`config.mk`:
```
export PLATFORM = sky130hd
export DESIGN_NAME = data_sync_mc
export DESIGN_NICKNAME = d
export VERILOG_FILES = /design/src/rtl/data_sync_mc.sv
export SDC_FILE = /design/constraint.sdc
export NUM_CORES = 1
export LEC_CHECK = 0
export ABC_CLOCK_PERIOD_IN_PS = 2900
export CORE_ASPECT_RATIO = 0.8
export CORE_MARGIN = 3
export CORE_UTILIZATION = 54
export CTS_BUF_LIST = sky130_fd_sc_hd__clkbuf_16
export CTS_CLUSTER_SIZE = 40
export DETAILED_ROUTE_END_ITERATION = 6
export PLACE_DENSITY_LB_ADDON = 0.3
export SLEW_MARGIN = 40
export SYNTH_ARGS = -nofsm -noshare
export SYNTH_HDL_FRONTEND = slang
export SYNTH_SLANG_ARGS = --single-unit
```
`constraint.sdc`:
```
create_clock -name clk -period 2.9 [get_ports clk]
set_input_delay 0.725 -clock clk [delete_from_list [all_inputs] [get_ports clk]]
set_output_delay 0.725 -clock clk [all_outputs]
set_load 0.01 [all_outputs]
```
`src/rtl/data_sync_mc.sv`:
```
// Multi-channel enable-qualified data synchroniser.
// Each channel passes its asynchronous enable through a flop chain. A qualifying
// edge of the synchronised enable captures that channel's data word into a
// per-channel holding register. A round-robin arbiter then drains the pending
// words into a single registered output that uses a valid/ready handshake.
module data_sync_mc #(
  parameter int unsigned BUS_WIDTH   = 8,
  parameter int unsigned NUM_STAGES  = 2,
  parameter int unsigned NUM_CH      = 4,
  parameter int unsigned TOGGLE_MODE = 0,
  localparam int unsigned CH_W       = (NUM_CH > 1) ? $clog2(NUM_CH) : 1
) (
  input  logic                        clk,
  input  logic                        rst_n,
  input  logic [NUM_CH-1:0]           bus_enable,
  input  logic [NUM_CH*BUS_WIDTH-1:0] Unsync_bus,
  input  logic                        sync_ready,
  input  logic                        clr_overflow,
  output logic [BUS_WIDTH-1:0]        sync_bus,
  output logic [CH_W-1:0]             sync_ch,
  output logic                        sync_valid,
  output logic [NUM_CH-1:0]           enable_pulse,
  output logic [NUM_CH-1:0]           overflow
);

  // Enable synchroniser chain; stage 0 samples the asynchronous inputs.
  logic [NUM_STAGES-1:0][NUM_CH-1:0] sync_q;
  logic [NUM_CH-1:0]                 sen;
  logic [NUM_CH-1:0]                 prev_q;
  logic [NUM_CH-1:0]                 evt;

  // Per-channel capture storage.
  logic [NUM_CH-1:0][BUS_WIDTH-1:0]  hold_q, hold_d;
  logic [NUM_CH-1:0]                 pend_q, pend_d;
  logic [NUM_CH-1:0]                 ovf_set;
  logic [NUM_CH-1:0]                 overflow_q, overflow_d;
  logic [NUM_CH-1:0]                 enable_pulse_q;

  // Arbiter and output register.
  logic [CH_W-1:0]                   last_grant_q, last_grant_d;
  logic                              grant_vld;
  logic [CH_W-1:0]                   grant_idx;
  logic [31:0]                       cand;
  logic                              out_empty;
  logic                              load;
  logic [BUS_WIDTH-1:0]              sync_bus_q, sync_bus_d;
  logic [CH_W-1:0]                   sync_ch_q, sync_ch_d;
  logic                              sync_valid_q, sync_valid_d;

  assign sen = sync_q[NUM_STAGES-1];

  // Shift enables through the synchroniser and keep one extra stage for edge detection.
  always_ff @(posedge clk or negedge rst_n) begin
    if (!rst_n) begin
      sync_q <= '0;
      prev_q <= '0;
    end else begin
      sync_q <= {sync_q[NUM_STAGES-2:0], bus_enable};
      prev_q <= sen;
    end
  end

  // Capture event: rising edge only, or any edge in toggle mode.
  generate
    if (TOGGLE_MODE != 0) begin : gen_toggle
      assign evt = sen ^ prev_q;
    end else begin : gen_rise
      assign evt = sen & ~prev_q;
    end
  endgenerate

  // Output register can take a new word when idle or when its word leaves this cycle.
  assign out_empty = ~sync_valid_q | sync_ready;
  assign load      = out_empty & grant_vld;

  // Round-robin search for the first pending channel after the last granted one.
  always_comb begin
    grant_vld = 1'b0;
    grant_idx = '0;
    cand      = '0;
    for (int unsigned i = 1; i <= NUM_CH; i++) begin
      cand = (32'(last_grant_q) + i) % NUM_CH;
      if (!grant_vld && pend_q[cand[CH_W-1:0]]) begin
        grant_vld = 1'b1;
        grant_idx = cand[CH_W-1:0];
      end
    end
  end

  // Per-channel capture, pending and overflow bookkeeping.
  always_comb begin
    hold_d  = hold_q;
    pend_d  = pend_q;
    ovf_set = '0;
    for (int unsigned c = 0; c < NUM_CH; c++) begin
      logic granted;
      granted = load && (grant_idx == CH_W'(c));
      if (evt[c]) begin
        hold_d[c] = Unsync_bus[c*BUS_WIDTH +: BUS_WIDTH];
      end
      // A channel granted in the same cycle it captures keeps a fresh pending word.
      pend_d[c]  = evt[c] | (pend_q[c] & ~granted);
      ovf_set[c] = evt[c] & pend_q[c] & ~granted;
    end
    // A same-cycle overwrite beats the clear for that channel.
    overflow_d = (clr_overflow ? '0 : overflow_q) | ovf_set;
  end

  // Next state for the output register and arbitration pointer.
  always_comb begin
    sync_bus_d   = sync_bus_q;
    sync_ch_d    = sync_ch_q;
    sync_valid_d = sync_valid_q;
    last_grant_d = last_grant_q;
    if (load) begin
      sync_bus_d   = hold_q[grant_idx];
      sync_ch_d    = grant_idx;
      sync_valid_d = 1'b1;
      last_grant_d = grant_idx;
    end else if (sync_valid_q && sync_ready) begin
      sync_valid_d = 1'b0;
    end
  end

  // Channel state registers.
  always_ff @(posedge clk or negedge rst_n) begin
    if (!rst_n) begin
      hold_q         <= '0;
      pend_q         <= '0;
      overflow_q     <= '0;
      enable_pulse_q <= '0;
    end else begin
      hold_q         <= hold_d;
      pend_q         <= pend_d;
      overflow_q     <= overflow_d;
      enable_pulse_q <= evt;
    end
  end

  // Output and arbiter pointer registers; pointer resets so channel 0 wins first.
  always_ff @(posedge clk or negedge rst_n) begin
    if (!rst_n) begin
      sync_bus_q   <= '0;
      sync_ch_q    <= '0;
      sync_valid_q <= 1'b0;
      last_grant_q <= CH_W'(NUM_CH - 1);
    end else begin
      sync_bus_q   <= sync_bus_d;
      sync_ch_q    <= sync_ch_d;
      sync_valid_q <= sync_valid_d;
      last_grant_q <= last_grant_d;
    end
  end

  assign sync_bus     = sync_bus_q;
  assign sync_ch      = sync_ch_q;
  assign sync_valid   = sync_valid_q;
  assign enable_pulse = enable_pulse_q;
  assign overflow     = overflow_q;

endmodule

```
* Word-level counts from Yosys, hierarchy flattened *
Index checks and enable logic that the tools add are counted.

operators by class
  bitwise logic cells = 26
  $lt $le $gt $ge = 5
  reduce and logical (&&, ||, !) cells = 13
  muxes and demuxes = 21
  equality and inequality tests = 3
  $add $sub $neg = 4

operators by type and width
  operator               number
  $bmux W8 S2            1
  $lt A2 B3 Y1 const B   5
  $and A1 B1 Y1          13
  $mux W1                10
  $bmux W1 S2            4
  $logic_and A1 B1 Y1    8
  $mux W2                4
  $mux W8                1
  $not A1 Y1             5
  $or A1 B1 Y1           5
  $add A2 B1 Y2 const B  2
  $add A2 B2 Y2 const B  2
  $and A4 B4 Y4          1
  $eq A2 B2 Y1 const B   2
  $mux W4                1
  $not A4 Y4             1
  $or A4 B4 Y4           1
  $logic_not A1 Y1       3
  $eq A2 B1 Y1 const B   1
  $logic_not A2 Y1       1
  $reduce_bool A2 Y1     1

word-level totals
  bits in registers = 69
  bits of input ports = 40
  logic and storage cells = 86

* Longest topological paths before layout *
Gate-level depths: netlist of the first run.

  depth in word-level cells = 18
  depth in mapped cells = 7
  depth with buffers taken out = 5

* Worst setup path before layout of the first run *
No wires, ideal clock.

  kind = register to register
  start point = register last_grant_q[1]
  end point = register sync_bus_q[0], in the netlist sync_bus[0]
  arrival time = 1857 ps
  cell stages (with the launch flop) = 7
  path slack = 917 ps
  required time = 2774 ps
  library setup time = 126 ps
  clock period less this slack = 1983 ps
  cell sequence = dfstp_2 > buf_6 > mux2i_2 > o2bb2ai_4 > nor2_8 > mux2_4 > a221o_1

on the way
  longest elaborated chain between the ends = 15
  elaborated cells between the ends (all ways) = 29
  those cells by class = add/sub: 4; mux: 18; bitwise: 1; reduce/logical: 6

ends and longest elaborated chain
  what                           RTL line  text
  from (decl)                    40        logic [CH_W-1:0] last_grant_q, last_grant_d;
  from (signal assigned)         146       last_grant_q <= CH_W'(NUM_CH - 1);
  from (signal assigned)         151       last_grant_q <= last_grant_d;
  $add A2 B1 Y2                  82        cand = (32'(last_grant_q) + i) % NUM_CH;
  $bmux W1 S2                    83        if (!grant_vld && pend_q[cand[CH_W-1:0]]) begin
  $mux W1 (implied by the code)  83
  $mux W1                        83
  $logic_not A1 Y1               83
  $logic_and A1 B1 Y1            83
  $mux W1                        83
  $logic_not A1 Y1               83
  $logic_and A1 B1 Y1            83
  $mux W1                        83
  $logic_not A1 Y1               83
  $logic_and A1 B1 Y1            83
  $mux W2                        83
  $bmux W8 S2                    116       sync_bus_d = hold_q[grant_idx];
  $mux W8 (implied by the code)  116
  to (signal assigned)           148       sync_bus_q <= sync_bus_d;
  to (decl)                      46        logic [BUS_WIDTH-1:0] sync_bus_q, sync_bus_d;

Parallel ways exist; a longest one is shown, timed or not. The select of a mux whose other input is x is not followed.
A chain may end at the register's enable or synchronous reset.

* Final worst setup path of the first run *
  start point = register last_grant_q[1]
  end point = register sync_bus_q[6], in the netlist sync_bus[6]

Same word-level chain as after synthesis.

==> flow_summary.toml, run 1 <==
[synth]
syn-num-nets = 305
ys_seq_elements = 69
synthDistinctLibCells = 35
seq_area_frac_synth = 0.6181
netlist_area_sq_um = 2798
postSynthCellCount = 265
syn_area_per_cell_sq_um = 10.56
ys_warn_count = 0

[clocking]
cts-resized-gates = 0
cts.clk_slew.worst_paths_ns = 0.05
hold_buffers = 0
htreeDepth = 3
cts_made_buffers = 9
cts_sinks = 69
cts-root-buf = "clkbuf_16"
clockBufferDepth = 2
cts_setup_buffers = 0
clock_latency_ns = 0.32
tritoncts = "done"

[drt]
remaining_drc_errors = 0
drt-pass1-iter-count = 4
vias = 2142
wl_per_cell_microns = 16.80
drt_iter0_markers = 184
wl_microns = 6587
antenna_left = 0
avgViaCountPerCell = 5.464

[worst_setup_path]
critPathLaunchType = "register"
rr_startpoint = "last_grant_q[1]"
crit_path_top_delay_cell = "dfstp_2"
cp-startpoint = "last_grant_q[1]"
slowest_delay_ns = 0.64
critPathKind = "reg2reg"
r2r_cells = 5
r2r_slack_ns = 0.75
path_max_fanout = 10
crit_required_ns = 3.11
worstSetupEndpointType = "register"
cp_cell_sequence = "mux2i_2 -> o2bb2ai_4 -> nor2_8 -> mux2_4 -> a221o_1"
r2r-end = "sync_bus[6]"
critPathCapture = "sync_bus[6]"
cp.arrival_ns = 2.36

[floorplan]
die-area_sq_um = 6086
ios = 59
rows = 22
die_w_microns = 86.48
die_h_microns = 70.38
coreArea_sq_um = 4790
start_util = 0.5841

[cells_and_area]
syn_to_final_growth_pct = 33.54
fin_nets = 367
nFillCells = 328
stdcell_area_sq_um = 3736
num_antenna_cells = 0
layout-drive-gt1-share = 0.1084

[sta]
tns_ns = 0
fmax_mhz = 464.1
timing.final.crit_share = 0.7430
drv_slew = 0
finalCriticalPeriod_ns = 2.155
fin_skew_ns = 0.003566
setup_viol = 0
worstMarginPinSlew_ns = 0.7311
slew_headroom = 0.5116
rsz0062_at_grt = "false"
finalHoldViolations = 0

[global_route]
grt_remaining_overflow = 0
grt_pass1_wl_microns = 10750
track_usage = 0.2358
grt_max_degree = 41
antenna_found_initial = 0
grt_pass1_vias = 2246

[hold_path]
min_from = "sync_q[3]"
hp-class = "reg2reg"

[pwr]
cellPowerDensity_nw_per_um2 = 964.7
ir_worst_vdd_uv = 670.1
leakagePower_uw = 0.001762

[outcome]
status = "finished, final reports clean"

[place]
port-buffer-count = 58
dpl.hpwl_microns = 4313
gp_congestion = 0.8157
place_area_sq_um = 3430

[run]
maxCapViolations = 0
-- layout by cell type, fill, tap and decap left out, types with 4 or more instances in the layout --
master	count
nand2_1	106
a221o_1	8
clkdlybuf4s50_1	57
nand2b_1	7
clkbuf_16	9
nand3_1	8
inv_1	5
dfrtp_1	67
mux2_4	8
o21ai_0	10
a21oi_1	8
clkinv_1	6
o22ai_1	4
-- routing by layer --
layer / global-route usage / part of all wire / up-vias / wire length [microns]
met3: 0.08608 / 0.078 / 14 / 513
met4: 0.1073 / 0.026 / 0 / 170
li1: - / - / 999 / -
met1: 0.2911 / 0.41 / 1033 / 2725
met2: 0.3684 / 0.48 / 96 / 3179
met5: 0 / 0 / - / 0
-- logic make-up (layout without fill, tap and decap cells) --
family | after synthesis | in the layout | synth area share
mux | 11 | 11 | 0.05590
compound gates | 39 | 39 | 0.1024
simple gates | 129 | 129 | 0.1963
flops | 69 | 69 | 0.6181
buf+inv | 17 | 84 | 0.02728
-- Yosys cell counts --
cell type / instances / area (sq um)
nand2_2: 1 / 6.260
or4_1: 1 / 7.510
a2bb2oi_2: 1 / 15.01
nand3b_1: 1 / 7.510
clkinv_1: 4 / 15.01
o22ai_1: 4 / 25.02
o2bb2ai_4: 1 / 27.53
mux2i_2: 1 / 13.76
nand3_1: 8 / 40.04
or2_2: 1 / 6.260
buf_2: 1 / 5.000
and2b_4: 1 / 10.01
clkbuf_1: 5 / 18.77
o21ai_1: 2 / 10.01
inv_1: 4 / 15.01
mux2_2: 2 / 22.52
a31oi_1: 1 / 6.260
o21ba_2: 1 / 10.01
o21ai_0: 10 / 50.05
nand2b_1: 7 / 43.79
buf_4: 1 / 7.510
and2_1: 1 / 6.260
dfrtp_1: 67 / 1677
a21o_1: 1 / 7.510
buf_1: 1 / 3.750
nor2_8: 1 / 20.02
a221o_1: 8 / 80.08
a21oi_1: 8 / 40.04
nand2_1: 106 / 397.9
nor2_1: 1 / 3.750
dfstp_2: 2 / 52.55
mux2_4: 8 / 120.1
a21boi_1: 1 / 7.510
buf_6: 1 / 11.26
o21bai_1: 1 / 7.510
-- registers in the layout, indices dropped and copies added, names as in the netlist --
signal and flops:
sen 4, pend_q 4, last_grant_q 2, sync_ch 2
sync_valid 1, enable_pulse 4, overflow 4, sync_q 4
prev_q 4, hold_q 32, sync_bus 8
-- critical path: cells and delay by family (launching register included) --
family	cells	cell delay, ns
AO/OA/AOI/OAI	2	0.47
flip-flops	1	0.64
multiplexers	2	0.67
AND/OR/NAND/NOR	1	0.25
-- final cells by class --
cell class / count / area [sq um] / area share
clock buffers: 9 / 225.2 / 0.06028
multi-input cells: 179 / 992.2 / 0.2656
repair buffers: 60 / 603.1 / 0.1614
flip-flops and latches: 69 / 1729 / 0.4628
inverters: 8 / 30.03 / 0.008038
well taps: 60 / 75.07 / 0.02009
clock inverters: 7 / 81.33 / 0.02177
-- per-stage QoR --
stage               instances  hold slack [ns]  power [uW]    util  setup slack, ns
floorplan                 265           0.3312        2070       -           0.9167
global placement          376           0.3329        2430  0.7160           0.6732
detailed placement        376           0.3371        2466  0.7160           0.6076
CTS                       392           0.3490        3627  0.7800           0.7414
global route              392           0.3529        3788  0.7800           0.5947
finish                    392           0.3484        3604  0.7800           0.7453
-- worst min path at each step --
stage	to	cells after the start
6_report	sen[3]	0
5_1_grt	sen[3]	0
4_1_cts	sen[3]	0
3_5_place_dp	sen[1]	0
3_3_place_gp	sen[3]	0
2_1_floorplan	sen[0]	0
-- power by group --
part	total (uW)	switching, uW	internal (uW)
clock	1110	374	739
combinational	1160	580	580
sequential	1330	165	1170
total	3600	1120	2490
Power figures use the tool's default switching activity.
==> inputs of run 2 (changes only) <==
--- a/config.mk
+++ b/config.mk
@@ -5,10 +5,10 @@
 export SDC_FILE = /design/constraint.sdc
 export NUM_CORES = 1
 export LEC_CHECK = 0
-export ABC_CLOCK_PERIOD_IN_PS = 2900
+export ABC_CLOCK_PERIOD_IN_PS = 2250
 export CORE_ASPECT_RATIO = 0.8
 export CORE_MARGIN = 3
-export CORE_UTILIZATION = 54
+export CORE_UTILIZATION = 50
 export CTS_BUF_LIST = sky130_fd_sc_hd__clkbuf_16
 export CTS_CLUSTER_SIZE = 40
 export DETAILED_ROUTE_END_ITERATION = 6
==> constraint.sdc (replaced) <==
create_clock -name clk -period 2.25 [get_ports clk]
set_input_delay 0.5625 -clock clk [delete_from_list [all_inputs] [get_ports clk]]
set_output_delay 0.5625 -clock clk [all_outputs]
set_load 0.01 [all_outputs]
==> flow_summary.toml, run 2 (synthesized netlist as in run 1, its figures left out) <==
[global_route]
grt_max_degree = 29
grt_pass1_vias = 2166
grt_pass1_wl_microns = 10170
antenna_found_initial = 0
track_usage = 0.2108
grt_remaining_overflow = 0

[sta]
tns_ns = 0
rsz0062_at_grt = "false"
worstMarginPinSlew_ns = 0.4989
finalCriticalPeriod_ns = 2.148
setup_viol = 0
fmax_mhz = 465.5
slew_headroom = 0.6674
fin_skew_ns = 0.004527
finalWorstSetupSlack_ns = 0.1018
finalHoldViolations = 0
timing.final.crit_share = 0.9547
drv_slew = 0

[cells_and_area]
largest_reg_flops = 32
stdcell_area_sq_um = 3754
syn_to_final_growth_pct = 34.17
final_cell_mix = "nand2_1, dfrtp_1, clkdlybuf4s50_1, o21ai_0, clkbuf_16"
layout-drive-gt1-share = 0.1168
fin_nets = 369
num_antenna_cells = 0
stdcell_count = 409
largest_register = "hold_q"
final_common_cell = "nand2_1"

[pwr]
total_power_uw = 4551
leakagePower_uw = 0.001761
ir_worst_vdd_uv = 649.4
cellPowerDensity_nw_per_um2 = 1212

[clocking]
cts-resized-gates = 0
clockBufferDepth = 2
tritoncts = "done"
hold_buffers = 0
clock_latency_ns = 0.33
cts_sinks = 69
cts-root-buf = "clkbuf_16"
htreeDepth = 3
cts_setup_buffers = 0
cts.clk_slew.worst_paths_ns = 0.06
cts_made_buffers = 9

[worst_setup_path]
critPathCapture = "sync_bus[5]"
crit_required_ns = 2.46
crit_path_top_delay_cell = "dfstp_2"
path_max_fanout = 10
cp_cell_sequence = "mux2i_2 -> o2bb2ai_4 -> nor2_8 -> mux2_4 -> a221o_1"
r2r-end = "sync_bus[5]"
cp.arrival_ns = 2.35
r2r_cells = 5
worstSetupEndpointType = "register"
cp-startpoint = "last_grant_q[1]"
critPathKind = "reg2reg"
critPathLaunchType = "register"
rr_startpoint = "last_grant_q[1]"
r2r_slack_ns = 0.10
slowest_delay_ns = 0.64

[place]
preCtsSetupSlack_ns = 0.1149
port-buffer-count = 58
place_area_sq_um = 3463
placed_cells = 393
gp_congestion = 0.8868
dpl.hpwl_microns = 4402

[drt]
drt_iter0_markers = 121
topRoutingLayerUsed = "met4"
wl_per_cell_microns = 15.11
wl_microns = 6180
drt-pass1-iter-count = 4
vias = 2100
wl_met1_microns = 2731
antenna_left = 0
remaining_drc_errors = 0
avgViaCountPerCell = 5.134
wl_met3_microns = 387
wl_met2_microns = 2950

[floorplan]
die-area_sq_um = 6534
ios = 59
rows = 23
start_util = 0.5371
die_h_microns = 72.91
coreArea_sq_um = 5209
die_w_microns = 89.63

[hold_path]
hp-class = "in2async"

[run]
maxCapViolations = 0

[outcome]
status = "finished, final reports clean"
-- run 2: area by class of cell --
class	instances	area, sq um
Clock buffer	9	225.2
Clock inverter	7	65.06
Fill cell	390	1455
Inverter	8	30.03
Multi-Input combinational cell	179	992.2
Sequential cell	69	1729
Tap cell	75	93.84
Timing Repair Buffer	62	618.1
-- run 2: how the worst min path moves through the flow --
stage	start	end	slack (ns)
floorplan	rst_n	enable_pulse[0]	0.27
global placement	sync_q[2]	sen[2]	0.33
detailed placement	sync_q[0]	sen[0]	0.33
CTS	rst_n	pend_q[2]	0.21
global route	rst_n	hold_q[3]	0.23
finish	rst_n	hold_q[3]	0.20
-- run 2: critical path, delay by kind of cell, from the launching register on --
family	cells	cell delay [ns]
AO/OA/AOI/OAI	2	0.47
multiplexers	2	0.68
AND/OR/NAND/NOR	1	0.24
flip-flops	1	0.64
-- run 2: layer usage --
metal	up-vias	GRT usage
li1	1006	-
met1	1014	0.2769
met2	64	0.3312
met3	16	0.06772
met4	0	0.07107
met5	-	0
-- run 2: stage by stage --
stage | hold slack [ns] | utilization
after floorplan | 0.2669 | -
after global placement | 0.3316 | 0.6649
after detailed placement | 0.3347 | 0.6649
after CTS | 0.2083 | 0.7206
after global routing | 0.2294 | 0.7206
final | 0.1953 | 0.7206
-- run 2: report_power, final --
group          leakage, uW  internal (uW)  total [uW]  switching (uW)
combinational     0.000784            759        1480             716
clock             0.000145            850        1360             509
sequential        0.000832           1500        1720             212
==> inputs of run 3 (changes only) <==
--- a/config.mk
+++ b/config.mk
@@ -5,10 +5,10 @@
 export SDC_FILE = /design/constraint.sdc
 export NUM_CORES = 1
 export LEC_CHECK = 0
-export ABC_CLOCK_PERIOD_IN_PS = 2250
+export ABC_CLOCK_PERIOD_IN_PS = 2700
 export CORE_ASPECT_RATIO = 0.8
 export CORE_MARGIN = 3
-export CORE_UTILIZATION = 50
+export CORE_UTILIZATION = 54
 export CTS_BUF_LIST = sky130_fd_sc_hd__clkbuf_16
 export CTS_CLUSTER_SIZE = 40
 export DETAILED_ROUTE_END_ITERATION = 6
==> constraint.sdc (replaced) <==
create_clock -name clk -period 2.7 [get_ports clk]
set_input_delay 0.675 -clock clk [delete_from_list [all_inputs] [get_ports clk]]
set_output_delay 0.675 -clock clk [all_outputs]
set_load 0.01 [all_outputs]
==> flow_summary.toml, run 3 (synthesized netlist as in run 1, its figures left out) <==
[cells_and_area]
stdcell_count = 394
ff_latch_area_sq_um = 1729
layout-drive-gt1-share = 0.1108
syn_to_final_growth_pct = 32.83
stdcell_area_sq_um = 3716
final_common_cell = "nand2_1"
multiInputGateArea_sq_um = 992.2
final_cell_mix = "nand2_1, dfrtp_1, clkdlybuf4s50_1, o21ai_0, clkbuf_16"
num_antenna_cells = 0
largest_reg_flops = 32
largest_register = "hold_q"
nFillCells = 329
fin_nets = 369

[clocking]
cts-root-buf = "clkbuf_16"
cts-resized-gates = 0
cts_sinks = 69
tritoncts = "done"
cts.clk_slew.worst_paths_ns = 0.05
hold_buffers = 0
clock_latency_ns = 0.33
clockBufferDepth = 2
cts_setup_buffers = 0
htreeDepth = 3
cts_made_buffers = 9

[worst_setup_path]
worstSetupEndpointType = "register"
cp.arrival_ns = 2.33
r2r_slack_ns = 0.57
path_max_fanout = 10
crit_required_ns = 2.90
critPathKind = "reg2reg"
critPathLaunchType = "register"

[global_route]
grt_pass1_vias = 2091
grt_max_degree = 26
antenna_found_initial = 0
grt_remaining_overflow = 0
track_usage = 0.2245
grt_pass1_wl_microns = 10290

[outcome]
status = "finished, final reports clean"

[sta]
holdWs_ns = 0.3437
setup_viol = 0
rsz0062_at_grt = "false"
fin_skew_ns = 0.003631
finalCriticalPeriod_ns = 2.133
slew_headroom = 0.6071
tns_ns = 0
drv_slew = 0
finalHoldViolations = 0
worstMarginPinSlew_ns = 0.5881
fmax_mhz = 468.9
timing.final.crit_share = 0.7898

[floorplan]
die_w_microns = 86.48
coreArea_sq_um = 4790
ios = 59
die-area_sq_um = 6086
die_h_microns = 70.38
start_util = 0.5841
rows = 22

[pwr]
ir_worst_vdd_uv = 742.7
leakagePower_uw = 0.001758
total_power_uw = 3741
cellPowerDensity_nw_per_um2 = 1007

[drt]
avgViaCountPerCell = 5.327
remaining_drc_errors = 0
wl_per_cell_microns = 15.98
vias = 2099
drt-pass1-iter-count = 4
drt_iter0_markers = 168
antenna_left = 0
wl_microns = 6298

[place]
port-buffer-count = 58
placed_cells = 378
dpl.hpwl_microns = 4413
place_area_sq_um = 3432
gp_congestion = 0.8405

[hold_path]
hp-class = "in2async"

[run]
maxCapViolations = 0
-- run 3: changes by cell type in the layout (fill, tap and decap cells not counted) --
| cell | previous run | this run |
|---|---|---|
| inv_1 | 4 | 6 |
| buf_12 | 1 | 0 |
| buf_4 | 3 | 4 |
| clkinv_2 | 2 | 1 |
| inv_6 | 1 | 0 |
-- run 3: path summary, 6_finish.rpt --
path | startpoint | endpoint | depth (start not counted)
min reg2reg | sync_q[1] | sen[1] | 0
max in group asynchronous | rst_n | hold_q[3] | 2
max | last_grant_q[1] | sync_bus[2] | 5
min in group clk | sync_q[1] | sen[1] | 0
min | rst_n | sync_ch[0] | 1
max reg2reg | last_grant_q[1] | sync_bus[2] | 5
-- run 3: area by class of cell --
| cell class | count | area share |
|---|---|---|
| clock inverter | 7 | 0.01582 |
| clock buffer | 9 | 0.06061 |
| tap | 60 | 0.02020 |
| multi-input combinational | 179 | 0.2670 |
| sequential | 69 | 0.4653 |
| inverter | 8 | 0.008081 |
| timing repair buffer | 62 | 0.1630 |
-- run 3: report_power, final --
part	internal, uW	switching (uW)	leakage (uW)
registers	1250	171	0.000832
logic	623	591	0.000780
clock network	700	402	0.000147
-- run 3: worst max-delay path, cell delays in order, from the launching register on --
cell and delay, ns:
dfstp_2 0.63, mux2i_2 0.34, o2bb2ai_4 0.17, nor2_8 0.24
mux2_4 0.32, a221o_1 0.31
-- run 3: through the flow --
stage                     utilization  worst slack [ns]
after detailed placement       0.7166            0.4569
after global placement         0.7166            0.5275
after floorplan                     -            0.7167
after CTS                      0.7759            0.5569
after global routing           0.7759            0.4736
final                          0.7759            0.5674
-- run 3: layer usage --
layer  track usage  routed length, microns
met5             0                       0
met4       0.06920                     104
met3       0.07783                     509
met2        0.3404                    2974
met1        0.3044                    2710
==> patch, RTL diff (config.mk and constraints of run 2) <==
The parameter `NUM_STAGES` goes from 2 to 4.
--- a/src/rtl/data_sync_mc.sv
+++ b/src/rtl/data_sync_mc.sv
@@ -6,5 +6,5 @@
 module data_sync_mc #(
   parameter int unsigned BUS_WIDTH   = 8,
-  parameter int unsigned NUM_STAGES  = 2,
+  parameter int unsigned NUM_STAGES  = 4,
   parameter int unsigned NUM_CH      = 4,
   parameter int unsigned TOGGLE_MODE = 0,
Check against the original RTL: not equivalent (a bounded check fails within 4 cycles, from zero or initial values and one cycle with rst_n low).
==> patch against run 2 <==
  * Synthesized cell count is the same
  * Routed wire length fell by 2.8%
  * First-iteration DRC count decreased by 30%
  * Clock power hardly changed
  * Total power shrank 1.2%
  * Register-to-register slack improved by 0.35 ns
  * Worst setup slack better by 0.31 ns
  * Design area grew 2.1%
  * Worst hold slack better by 0.0013 ns
  * Sequential cell count up 8
  * Area after synthesis increased by 3.0%
  * Count of clock-buffer cells in the layout is the same
  * Core utilization is 2.7 points lower
  * Non-clock buffer count down 1
  * Critical endpoint is now sync_bus[0]
  * Largest power group unchanged
==> patch: results <==
export IMPL_outcome="completed"
export IMPL_dp_hpwl_mm=4.16
export IMPL_power_net_switching_mw=1.36
export IMPL_regToRegSetupSlack_ns=0.45
export IMPL_cp_max_fo=9
export IMPL_arrival_ns=2.06
export IMPL_power_leakage_nw=1.83
export IMPL_max_stage_delay_ns=0.45
export IMPL_grt_util_all_layers_pct=19.8
export IMPL_synthTopCellsByCount="nand2_1, dfrtp_1, mux2i_1, nand2b_1, o221ai_1"
export IMPL_cp_top_family="buffers and inverters"
export IMPL_grt_pass1_vias=2117
export IMPL_r2r_start="last_grant_q[0]"
export IMPL_clock_sinks=77
export IMPL_wl_mm=6.01
export IMPL_avgViaCountPerCell=5.06
export IMPL_placed_cells=395
export IMPL_ys_top_cells_by_area="dfrtp_1, nand2_1, mux2i_1"
export IMPL_drive_above_1_share_pct=7.23
export IMPL_seq_area_um2=1930
export IMPL_post_drt_wl_per_cell_um=14.6
export IMPL_syn_area_um2=2880
export IMPL_seqPwrFrac_pct=41.1
export IMPL_grt_pass1_wl_mm=10.1
export IMPL_buffers=61
export IMPL_yosysSeqAreaShare_pct=66.9
export IMPL_nFillCells=443
export IMPL_placed_area_um2=3550
export IMPL_syn_nets=305
export IMPL_drt_first_pass_iters=4
export IMPL_antenna_cells=0
export IMPL_multi_input_cells=171
export IMPL_clk_share_pct=7.35
export IMPL_yosysWarnings=0
export IMPL_post_route_period_util_pct=81.5
export IMPL_synth_compound_area_share_pct=6.64
export IMPL_pre_cts_ws_ns=0.0790
export IMPL_routabilityCongestion=0.839
export IMPL_drt_iter0_drc=85
export IMPL_synth_mux_area_share_pct=5.56
export IMPL_buffer_area_share_pct=16.0
export IMPL_synth_avg_cell_area_um2=10.9
export IMPL_power_frac_comb_pct=28.6
export IMPL_cpMaxStageDelayCell="clkdlybuf4s50_1"
export IMPL_tightest_slew_ns=0.505
export IMPL_multi_input_area_um2=880
export IMPL_critPathLaunch="sync_ready"
export IMPL_ir_drop_mv=0.636
export IMPL_clockBufferCount=9
export IMPL_synth_cell_types=25
export IMPL_rr_worst_depth=5
export IMPL_grt_max_degree=41
export IMPL_skew_ns=0.00490
export IMPL_final_nets=368
export IMPL_crit_path_end="sync_bus[0]"
export IMPL_cts_setup_buffers=0
## patch: cell count changes after synthesis, sizes merged, moves of 2 or more
cell	change
o221ai	+8
a21oi	-6
a221o	-8
nand2b	+2
o21ai	-7
nor2	+2
dfrtp	+8
nand3	-5
mux2i	+15
mux2	-10
nand2	+5
## patch: stage by stage
| step | utilization (%) | power, mW | hold WS [ns] |
|---|---|---|---|
| floorplan | - | 2.68 | 0.267 |
| global placement | 64.2 | 3.11 | 0.334 |
| detailed placement | 64.2 | 3.15 | 0.336 |
| CTS | 69.3 | 4.54 | 0.206 |
| global route | 69.3 | 4.73 | 0.233 |
| finish | 69.3 | 4.49 | 0.197 |
## patch: routing by layer
layer  track usage, %  vias to the layer above  part of all wire (%)
met1             25.6                     1012                    43
met2             32.5                       70                    49
li1                 -                      984                     -
met3             6.55                        9                   6.8
met4             6.52                        0                   1.2
met5                0                        -                     0
